<file path="config.mk">
export PLATFORM = sky130hd
export DESIGN_NAME = dmem_arbiter
export DESIGN_NICKNAME = d
export VERILOG_FILES = /design/src/rtl/dmem_arbiter.sv
export SDC_FILE = /design/constraint.sdc
export NUM_CORES = 1
export LEC_CHECK = 0
export ABC_CLOCK_PERIOD_IN_PS = 1400
export CELL_PAD_IN_SITES_DETAIL_PLACEMENT = 1
export CELL_PAD_IN_SITES_GLOBAL_PLACEMENT = 2
export CORE_ASPECT_RATIO = 1.75
export CORE_MARGIN = 4
export CORE_UTILIZATION = 20
export CTS_CLUSTER_SIZE = 8
export DETAILED_ROUTE_END_ITERATION = 8
export PLACE_DENSITY = 0.82
export REMOVE_ABC_BUFFERS = 1
export SYNTH_ARGS = -nofsm -noshare
export SYNTH_HDL_FRONTEND = slang
export SYNTH_SLANG_ARGS = --single-unit
export TNS_END_PERCENT = 10
</file>
<file path="constraint.sdc">
create_clock -name clk -period 1.4 [get_ports clk]
set_input_delay 0.14 -clock clk [delete_from_list [all_inputs] [get_ports clk]]
set_output_delay 0.14 -clock clk [all_outputs]
set_load 0.1 [all_outputs]
</file>
<file path="src/rtl/dmem_arbiter.sv">
// Two-port data-memory arbiter: core vs. loader/debug port, with loader starvation
// override, exclusive loader lock, registered memory command and read-data routing.
module dmem_arbiter #(
    parameter int ADDR_W     = 32,
    parameter int DATA_W     = 32,
    parameter int STARVE_MAX = 4
) (
    input  logic              clk,
    input  logic              Reset,
    input  logic              c_req,
    input  logic              c_we,
    input  logic [ADDR_W-1:0] c_addr,
    input  logic [DATA_W-1:0] c_wdata,
    output logic              c_gnt,
    output logic              c_stall,
    output logic              c_rvalid,
    output logic [DATA_W-1:0] c_rdata,
    input  logic              l_req,
    input  logic              l_we,
    input  logic [ADDR_W-1:0] l_addr,
    input  logic [DATA_W-1:0] l_wdata,
    input  logic              l_lock,
    output logic              l_gnt,
    output logic              l_rvalid,
    output logic [DATA_W-1:0] l_rdata,
    output logic              mem_en,
    output logic              mem_we,
    output logic [ADDR_W-1:0] mem_addr,
    output logic [DATA_W-1:0] mem_wdata,
    input  logic [DATA_W-1:0] mem_rdata
);

    localparam int CNT_W = $clog2(STARVE_MAX + 1);
    localparam logic [CNT_W-1:0] STARVE_LIM = CNT_W'(STARVE_MAX);

    typedef enum logic {NORMAL, LOCKED} state_t;

    state_t            r_state;
    state_t            w_state_nxt;
    logic [CNT_W-1:0]  r_starve;
    logic [CNT_W-1:0]  w_starve_nxt;
    logic              w_locked;
    logic              w_c_gnt;
    logic              w_l_gnt;

    logic              r_mem_en;
    logic              r_mem_we;
    logic [ADDR_W-1:0] r_mem_addr;
    logic [DATA_W-1:0] r_mem_wdata;
    logic              r_rd_c1;
    logic              r_rd_l1;
    logic              r_rd_c2;
    logic              r_rd_l2;
    logic [DATA_W-1:0] r_c_rdata;
    logic [DATA_W-1:0] r_l_rdata;

    // Lock only holds while l_lock stays high; the release cycle arbitrates as NORMAL.
    always_comb begin
        w_c_gnt      = 1'b0;
        w_l_gnt      = 1'b0;
        w_locked     = (r_state == LOCKED) && l_lock;
        w_starve_nxt = '0;
        w_state_nxt  = NORMAL;
        if (!Reset) begin
            if (w_locked) begin
                w_l_gnt = l_req;
            end else if (l_req && (!c_req || r_starve == STARVE_LIM)) begin
                w_l_gnt = 1'b1;
            end else begin
                w_c_gnt = c_req;
            end
        end
        if (l_req && !w_l_gnt) begin
            w_starve_nxt = (r_starve == STARVE_LIM) ? r_starve : r_starve + 1'b1;
        end
        if (l_lock && (w_locked || w_l_gnt)) begin
            w_state_nxt = LOCKED;
        end
    end

    always_ff @(posedge clk) begin
        if (Reset) begin
            r_state     <= NORMAL;
            r_starve    <= '0;
            r_mem_en    <= 1'b0;
            r_mem_we    <= 1'b0;
            r_mem_addr  <= '0;
            r_mem_wdata <= '0;
            r_rd_c1     <= 1'b0;
            r_rd_l1     <= 1'b0;
            r_rd_c2     <= 1'b0;
            r_rd_l2     <= 1'b0;
            r_c_rdata   <= '0;
            r_l_rdata   <= '0;
        end else begin
            r_state  <= w_state_nxt;
            r_starve <= w_starve_nxt;
            r_mem_en <= w_c_gnt | w_l_gnt;
            if (w_l_gnt) begin
                r_mem_we    <= l_we;
                r_mem_addr  <= l_addr;
                r_mem_wdata <= l_wdata;
            end else if (w_c_gnt) begin
                r_mem_we    <= c_we;
                r_mem_addr  <= c_addr;
                r_mem_wdata <= c_wdata;
            end
            // Owner tracked through the command stage and the data-return stage.
            r_rd_c1 <= w_c_gnt & ~c_we;
            r_rd_l1 <= w_l_gnt & ~l_we;
            r_rd_c2 <= r_rd_c1;
            r_rd_l2 <= r_rd_l1;
            if (r_rd_c2) r_c_rdata <= mem_rdata;
            if (r_rd_l2) r_l_rdata <= mem_rdata;
        end
    end

    assign c_gnt     = w_c_gnt;
    assign l_gnt     = w_l_gnt;
    assign c_stall   = c_req & ~w_c_gnt;
    assign mem_en    = r_mem_en;
    assign mem_we    = r_mem_we;
    assign mem_addr  = r_mem_addr;
    assign mem_wdata = r_mem_wdata;
    assign c_rvalid  = r_rd_c2;
    assign l_rvalid  = r_rd_l2;
    assign c_rdata   = r_rd_c2 ? mem_rdata : r_c_rdata;
    assign l_rdata   = r_rd_l2 ? mem_rdata : r_l_rdata;

endmodule

</file>
Word-level counts from Yosys, hierarchy flattened:

Index checks and enable logic that the tools add are counted.
Widths: inputs -> output; s select.

* register bits after elaboration: 138
* bits of input ports: 167
* output and inout port bits: 135
* word-level logic and storage cells: 47

* add/sub/neg operators: 1
* eq/ne operators: 1
* multiplexer cells: 15
* bitwise operators: 8
* reductions and logical operators: 10

Operators by type and width (count)
* $mux 32: 6
* $mux 1: 9
* $logic_and 1x1->1: 4
* $not 1->1: 4
* $add 3x1->3 const B: 1
* $and 1x1->1: 3
* $eq 3x3->1 const B: 1
* $logic_not 1->1: 2
* $logic_or 1x1->1: 2
* $reduce_bool 2->1: 1
* $reduce_or 2->1: 1
* $or 1x1->1: 1

Depth between registers and ports, before layout:

Gate-level depths: netlist of the first run.

* depth after elaboration: 10
* gate-level depth with buffers: 8
* gate-level depth less buffers: 6

Worst setup path before layout of the first run:

Ideal clock, no wire load.

* kind: reg2reg
* from: register r_rd_c2 (netlist: c_rvalid)
* to: register r_c_rdata[23]
* setup time: 128 ps
* arrival time: 2179 ps
* required time: 1272 ps
* slack: -907 ps
* stages on the path, launching flop included: 5
* path buffers: 2
* period minus slack after synthesis: 2307 ps
* cells stage by stage: dfxtp_1 -> clkbuf_1 -> buf_2 -> mux2_2 -> nor2b_1

* word-level cells in the longest chain between the ends: 1

Ends and longest elaborated chain
* start, declared: line 52 `logic r_rd_c2;`
* start signal, assigned: line 111 `r_rd_c2 <= r_rd_c1;`
* $mux 32
* via c_rdata[23]: line 17 `output logic [DATA_W-1:0] c_rdata,`
* end signal, assigned: line 113 `if (r_rd_c2) r_c_rdata <= mem_rdata;`
* end, declared: line 54 `logic [DATA_W-1:0] r_c_rdata;`

The timed path passes the listed nets, and every way through them passes these cells.
A chain may end at the register's enable or synchronous reset.

Final worst setup path of the first run:

* from: register r_starve[1]
* to: output port c_stall

* word-level cells in the longest chain between the ends: 8

Ends and longest elaborated chain
* start, declared: line 40 `logic [CNT_W-1:0] r_starve;`
* start signal, assigned: line 97 `r_starve <= w_starve_nxt;`
* $eq 3x3->1: line 67 `end else if (l_req && (!c_req || r_starve == STARVE_LIM)) begin`
* $logic_or 1x1->1: line 67
* $logic_and 1x1->1: line 67
* $mux 1: line 67
* $mux 1: line 65 `if (w_locked) begin`
* $mux 1: line 64 `if (!Reset) begin`
* $not 1->1: line 120 `assign c_stall = c_req & ~w_c_gnt;`
* $and 1x1->1: line 120
* end, declared: line 15 `output logic c_stall,`

No other way between the ends.

==> results of run 1 <==
-- power by group through the flow --
| stage | Clock (uW) | Sequential, uW | Combinational [uW] |
|---|---|---|---|
| after floorplan | 0 | 5330 | 840 |
| after global placement | 0 | 4350 | 3510 |
| after detailed placement | 0 | 4370 | 3540 |
| after CTS | 4860 | 4280 | 3600 |
| after global routing | 5020 | 4300 | 3740 |
| final | 4670 | 4280 | 3610 |
-- tightest hold or removal path, delay by kind of cell --
family                 cells  cell delay (ns)
buffers and inverters      2             0.24
AND/OR/NAND/NOR            2             0.18
-- cell type report --
| cell class | instances | share of cell area [%] |
|---|---|---|
| Sequential cell | 138 | 23.8 |
| Multi-Input combinational cell | 348 | 24.3 |
| Inverter | 5 | 0.161 |
| Tap cell | 369 | 3.97 |
| Clock inverter | 11 | 1.25 |
| Timing Repair Buffer | 349 | 42.5 |
| Clock buffer | 21 | 3.96 |
-- logic make-up (layout without fill, tap and decap cells) --
logic type | after synthesis | count (layout) | synth area share, %
buffers and inverters | 41 | 386 | 4.70
flip-flops | 138 | 138 | 49.7
adder cells (fa/ha/maj) | 2 | 2 | 0.450
AND/OR/NAND/NOR | 146 | 146 | 13.6
AO/OA/AOI/OAI | 71 | 71 | 6.99
multiplexers | 129 | 129 | 24.6
-- metal layers --
layer	share of wire [%]	wire length, um	vias up
met3	8.3	1850	35
met1	31	6830	2376
met4	2.8	628	2
li1	-	-	2443
met5	0.058	13	-
met2	58	12900	219
-- what timing repair did --
item,4_1_cts,5_1_grt
endpoints found under the setup margin,135,134
setup buffers,4,3
gates cloned,0,4
gates resized for setup,61,34
pin swaps,5,3
-- flip-flops by register name, indices dropped and copies added, names as in the netlist --
signal	flops
r_rd_c1	1
mem_wdata	32
r_starve	3
r_rd_l1	1
c_rvalid	1
mem_addr	32
l_rvalid	1
r_state	1
r_c_rdata	32
r_l_rdata	32
mem_en	1
mem_we	1
-- layout by cell type (no fill, tap or decap), types with 3 or more instances in the layout --
cell type          n
clkinv_2           3
clkinvlp_4         3
buf_4             26
clkdlybuf4s50_1  165
mux2i_2            8
bufinv_16          3
mux2_2             5
dfxtp_2            3
mux2i_1           57
mux2_4            59
buf_6              7
nor3_1             5
clkbuf_16         21
nor2b_1           66
inv_1              3
dfxtp_1          133
buf_12           145
nand2_1           66
o21ai_1           64
-- metrics by stage --
step / setup TNS (ns) / area, um^2 / hold WS (ns) / util, %
4_1_cts: -36.97 / 11400 / 0.134 / 41.7
5_1_grt: -41.79 / 11600 / 0.172 / 42.6
3_3_place_gp: -19.51 / 10500 / 0.418 / 38.6
6_report: -31.83 / 11600 / 0.179 / 42.6
3_5_place_dp: -22.91 / 10500 / 0.435 / 38.6
2_1_floorplan: -273.06 / 5320 / 0.212 / -
-- worst max path at each step --
stage | from | end | slack, ns
after floorplan | r_starve[0]$_SDFFE_PP0N_ | mem_addr[0]$_SDFFE_PP0P_ | -1.89
after global placement | l_lock | mem_wdata[4]$_SDFFE_PP0P_ | -0.33
after detailed placement | l_lock | mem_addr[25]$_SDFFE_PP0P_ | -0.40
after CTS | r_starve[1]$_SDFFE_PP0N_ | c_stall | -0.44
after global routing | r_starve[1]$_SDFFE_PP0N_ | c_stall | -0.50
final | r_starve[1]$_SDFFE_PP0N_ | c_stall | -0.39
==> flow_metrics.py, run 1 <==
metrics = {
    "sta": {
        "finalSetupViolCount": 133,
        "drv_slew": 0,
        "slew_headroom_pct": 77.7,
        "timing.final.crit_period_ns": 1.79,
        "layout_setup_ws_ns": -0.387,
        "hold_violations": 0,
        "period_share_pct": 128,
        "fin_skew_ns": 0.00779,
        "rsz0062_at_grt": "true",
        "fmax_ghz": 0.559,
        "worstMarginPinSlew_ns": 0.335,
    },
    "grt": {
        "grt_util_met1_pct": 11.7,
        "grtUsageMet2_pct": 27.3,
        "grt_overflow": 0,
        "grt_use_total_pct": 13.9,
        "antenna_found_initial": 1,
        "grt_max_degree": 69,
        "grt_pass1_vias": 5648,
        "grt.met3_usage_pct": 5.88,
        "grt_pass1_wl_um": 32100,
        "grt-busiest-layer": "met2",
    },
    "clock_network": {
        "cts_tree": "yes",
        "clock_latency_ns": 0.43,
        "cts_hold_buf": 0,
        "ctsLongestPathBuffers": 2,
        "cts-htree-levels": 4,
        "root_buffer": "clkbuf_16",
        "cts.sinks": 138,
        "clk_pin_slew_ns": 0.06,
        "cts_buffers": 17,
    },
    "logic_synthesis": {
        "synthArstFlopShare_pct": 0,
        "ys_ff_latch": 138,
        "yosysWarnings": 0,
        "yosysMostFrequentCell": "dfxtp_1",
        "seq_area_frac_synth_pct": 49.7,
        "synth_flop_cell": "dfxtp_1",
        "synth.area.top_cells": "dfxtp_1 50%, mux2_2 13%, mux2i_1 12%, nor2b_1 7.4%, o21ai_1 5.8%",
        "synth_area_leader_cell": "dfxtp_1",
        "syn_avg_cell_area_um2": 10.6,
        "synthCells": 527,
        "synthTopCellsByCount": "138 x dfxtp_1, 67 x nand2_1, 66 x nor2b_1",
        "synth_top_area_share_pct": 49.7,
        "synth.cell_area_um2": 5560,
        "synth_edf_count": 0,
        "synth_cell_type_count": 26,
    },
    "detailed_routing": {
        "vias": 5075,
        "drtIter0Drc": 81,
        "vias_per_cell": 4.09,
        "detail-route-antenna-nets": 0,
        "drt_drc_violations_left": 0,
        "post_drt_wl_per_cell_um": 17.9,
        "finalWirelength_um": 22200,
        "drtPass1Iterations": 4,
    },
    "min_path": {
        "hold_path_end": "r_starve[0]$_SDFFE_PP0N_",
        "worstHoldPathType": "input pin to register",
        "holdPathStages": 4,
        "hp-start": "Reset",
    },
    "worst_setup_path": {
        "critPathRequiredTime_ns": 1.26,
        "crit_path_end_kind": "primary output",
        "worstSetupStartpointType": "register",
        "crit_arrival_ns": 1.65,
        "worstReg2RegEnd": "mem_wdata[16]$_SDFFE_PP0P_",
        "slowest_stage": "dfxtp_2",
        "path_delay_family": "flip-flops",
        "path_class": "register to primary output",
        "cp.depth": 7,
        "path_max_fanout": 3,
        "path_cells": "inv_2, ha_4, buf_6, a31oi_1, nand2_1, and2_4, buf_12",
        "ff2ff_setup_slack_ns": -0.24,
        "reg2reg_from": "r_starve[1]$_SDFFE_PP0N_",
        "ff2ff_path_depth": 9,
        "crit_path_max_incr_delay_ns": 0.33,
        "critPathBufInv": 3,
    },
    "place": {
        "globalplace.congestion": 0.733,
        "io_buffers": 301,
        "place_hpwl_um": 16600,
        "preCtsSetupSlack_ns": -0.399,
        "dp_cells": 1198,
    },
    "layout": {
        "drive_gt1_share_pct": 34.7,
        "multi_input_area_um2": 2830,
        "synthToLayoutAreaGrowth_pct": 109,
        "finalNetCount": 1028,
        "seq_area_um2": 2770,
        "fillCellCount": 2869,
        "stdcell_count": 1241,
        "n_antenna_cell": 0,
    },
    "power_and_ir_drop": {
        "combPwrFrac_pct": 28.7,
        "p_switching_uw": 4030,
        "power_uw": 12600,
        "powerDensity_nw_per_um2": 1080,
        "clkPwrFrac_pct": 37.2,
        "p_seq_share_pct": 34.1,
        "power.leakage_uw": 0.00451,
        "swShare_pct": 32.1,
        "p_int_uw": 8530,
        "irDropWorstVdd_mv": 0.756,
    },
    "die": {
        "num_rows": 80,
        "start_util_pct": 20.4,
        "ioPinCount": 302,
        "die_y_um": 229,
        "fp.dieW_um": 134,
        "dieArea_um2": 30700,
        "core_area_um2": 27300,
    },
    "status": {
        "status": "finished with violations",
        "violations": "negative setup slack",
    },
    "job": {
        "cap_violations": 0,
    },
}
No activity file was read; power rests on OpenSTA's default activity.
==> run 2, diff against run 1 <==
--- a/config.mk
+++ b/config.mk
@@ -5,15 +5,15 @@
 export SDC_FILE = /design/constraint.sdc
 export NUM_CORES = 1
 export LEC_CHECK = 0
-export ABC_CLOCK_PERIOD_IN_PS = 1400
+export ABC_CLOCK_PERIOD_IN_PS = 1900
 export CELL_PAD_IN_SITES_DETAIL_PLACEMENT = 1
 export CELL_PAD_IN_SITES_GLOBAL_PLACEMENT = 2
 export CORE_ASPECT_RATIO = 1.75
 export CORE_MARGIN = 4
-export CORE_UTILIZATION = 20
+export CORE_UTILIZATION = 22
 export CTS_CLUSTER_SIZE = 8
 export DETAILED_ROUTE_END_ITERATION = 8
-export PLACE_DENSITY = 0.82
+export PLACE_DENSITY = 0.85
 export REMOVE_ABC_BUFFERS = 1
 export SYNTH_ARGS = -nofsm -noshare
 export SYNTH_HDL_FRONTEND = slang
==> constraint.sdc (replaced) <==
create_clock -name clk -period 1.9 [get_ports clk]
set_input_delay 0.19 -clock clk [delete_from_list [all_inputs] [get_ports clk]]
set_output_delay 0.19 -clock clk [all_outputs]
set_load 0.1 [all_outputs]
==> flow_metrics.py, run 2 (synthesized netlist as in run 1, its figures left out) <==
metrics = {
    "detailed_routing": {
        "drt_drc_violations_left": 0,
        "drtIter0Drc": 95,
        "finalWirelength_um": 19800,
        "detail-route-antenna-nets": 0,
        "post_drt_wl_per_cell_um": 17.0,
        "drtPass1Iterations": 3,
        "vias": 4985,
        "vias_per_cell": 4.26,
    },
    "min_path": {
        "worstHoldPathType": "input pin to register",
        "holdPathStages": 4,
        "hp-start": "Reset",
        "hold_path_end": "r_rd_c1$_SDFF_PP0_",
    },
    "sta": {
        "worstMarginPinSlew_ns": 0.723,
        "fin_skew_ns": 0.0101,
        "drv_slew": 0,
        "period_share_pct": 96.0,
        "hold_violations": 0,
        "slew_headroom_pct": 51.8,
        "finalSetupViolCount": 0,
        "fmax_ghz": 0.548,
        "timing.final.crit_period_ns": 1.82,
        "rsz0062_at_grt": "true",
    },
    "layout": {
        "final_cell_mix": "165 x clkdlybuf4s50_1, 136 x dfxtp_1, 91 x buf_4",
        "synthToLayoutAreaGrowth_pct": 84.4,
        "finalNetCount": 1015,
        "fin_area_um2": 10300,
        "utilization_pct": 41.3,
        "n_antenna_cell": 0,
        "drive_gt1_share_pct": 32.4,
        "layout_commonest_cell": "clkdlybuf4s50_1",
    },
    "die": {
        "core_area_um2": 24800,
        "start_util_pct": 22.4,
        "die_y_um": 218,
        "ioPinCount": 302,
        "num_rows": 76,
        "fp.dieW_um": 128,
        "dieArea_um2": 28000,
    },
    "grt": {
        "grt_pass1_wl_um": 29400,
        "grt_overflow": 0,
        "grt_pass1_vias": 5332,
        "antenna_found_initial": 0,
        "grt_max_degree": 69,
        "grt_use_total_pct": 14.1,
    },
    "worst_setup_path": {
        "ff2ff_path_depth": 9,
        "crit_arrival_ns": 1.63,
        "reg2reg_from": "r_starve[0]$_SDFFE_PP0N_",
        "worstReg2RegEnd": "mem_wdata[17]$_SDFFE_PP0P_",
        "critPathRequiredTime_ns": 1.71,
        "crit_path_end_kind": "primary output",
        "worstSetupStartpointType": "register",
        "path_class": "register to primary output",
        "path_max_fanout": 4,
        "ff2ff_setup_slack_ns": 0.12,
    },
    "clock_network": {
        "cts-htree-levels": 4,
        "clock_latency_ns": 0.43,
        "cts.sinks": 138,
        "cts_hold_buf": 0,
        "root_buffer": "clkbuf_16",
        "ctsLongestPathBuffers": 2,
        "clk_pin_slew_ns": 0.06,
        "cts_buffers": 17,
        "cts_tree": "yes",
    },
    "status": {
        "status": "complete, no violations",
    },
    "place": {
        "place_hpwl_um": 15600,
        "io_buffers": 301,
        "placed_area_um2": 9590,
        "globalplace.congestion": 0.746,
    },
    "power_and_ir_drop": {
        "power_uw": 8650,
        "powerDensity_nw_per_um2": 843,
        "irDropWorstVdd_mv": 0.543,
        "power.leakage_uw": 0.00410,
    },
    "job": {
        "cap_violations": 0,
    },
}
==> run 2: cell types whose count changed in the layout (fill, tap and decap cells not counted), moves of 2 or more <==
cell | before | now
buf_12 | 145 | 77
buf_4 | 26 | 91
mux2_2 | 5 | 64
mux2_4 | 59 | 0
mux2i_1 | 57 | 65
mux2i_2 | 8 | 0
buf_6 | 7 | 0
clkbuf_16 | 21 | 17
clkinv_2 | 3 | 6
dfxtp_1 | 133 | 136
clkinv_4 | 2 | 0
clkinvlp_4 | 3 | 1
dfxtp_4 | 2 | 0
==> run 2: report_power, final <==
group | leakage, uW | internal [uW] | switching, uW
Sequential | 0.00113 | 3030 | 63.7
Combinational | 0.00268 | 819 | 1500
Clock | 0.000284 | 2000 | 1230
Total | 0.00410 | 5850 | 2800
==> run 2: worst max path at each step <==
stage	slack, ns	start	end
after CTS	0.005	r_starve[1]$_SDFFE_PP0N_	c_stall
after global placement	0.06	l_lock	mem_wdata[17]$_SDFFE_PP0P_
after detailed placement	0.03	l_lock	mem_wdata[17]$_SDFFE_PP0P_
final	0.08	r_starve[0]$_SDFFE_PP0N_	l_gnt
after global routing	-0.02	r_starve[0]$_SDFFE_PP0N_	l_gnt
after floorplan	-1.39	r_starve[0]$_SDFFE_PP0N_	mem_addr[0]$_SDFFE_PP0P_
==> run 2: layout make-up <==
cell class | instances | area [um^2]
fill | 2672 | 14600
tap | 312 | 390
inverter | 5 | 18.8
multi-input combinational | 348 | 2590
timing repair buffer | 336 | 3930
clock inverter | 9 | 97.6
clock buffer | 21 | 470
sequential | 138 | 2770
==> run 2: worst max-delay path, cell delays in order, from the launching register on <==
cell and delay [ns]:
dfxtp_2 0.33, inv_2 0.07, ha_4 0.17, nand2_4 0.07, a21oi_4 0.18, buf_12 0.13
buf_8 0.11, buf_12 0.17
==> run 2: timing repair <==
action | in CTS | in global routing
hold endpoints to repair | 0 | 0
resized for setup | 8 | 5
setup buffers | 3 | 1
gates cloned | 1 | 0
pin swaps | 2 | 2
setup endpoints to repair | 3 | 7
==> run 2: through the flow <==
| step | cells | setup TNS (ns) | worst slack [ns] | hold slack, ns |
|---|---|---|---|---|
| final | 1169 | 0 | 0.0760 | 0.181 |
| after global routing | 1169 | -0.0275 | -0.0172 | 0.209 |
| after CTS | 1169 | 0 | 0.00471 | 0.184 |
| after detailed placement | 1135 | 0 | 0.0324 | 0.429 |
| after global placement | 1135 | 0 | 0.0570 | 0.421 |
| after floorplan | 491 | -178.24 | -1.39 | 0.262 |
==> run 2: routing by layer <==
metal  vias to the layer above  GRT usage (%)  share of wire (%)
met2                       213           28.3                 59
li1                       2417              -                  -
met3                        26           4.99                7.6
met4                         0           6.13                2.4
met1                      2329           12.0                 31
met5                         -              0                  0
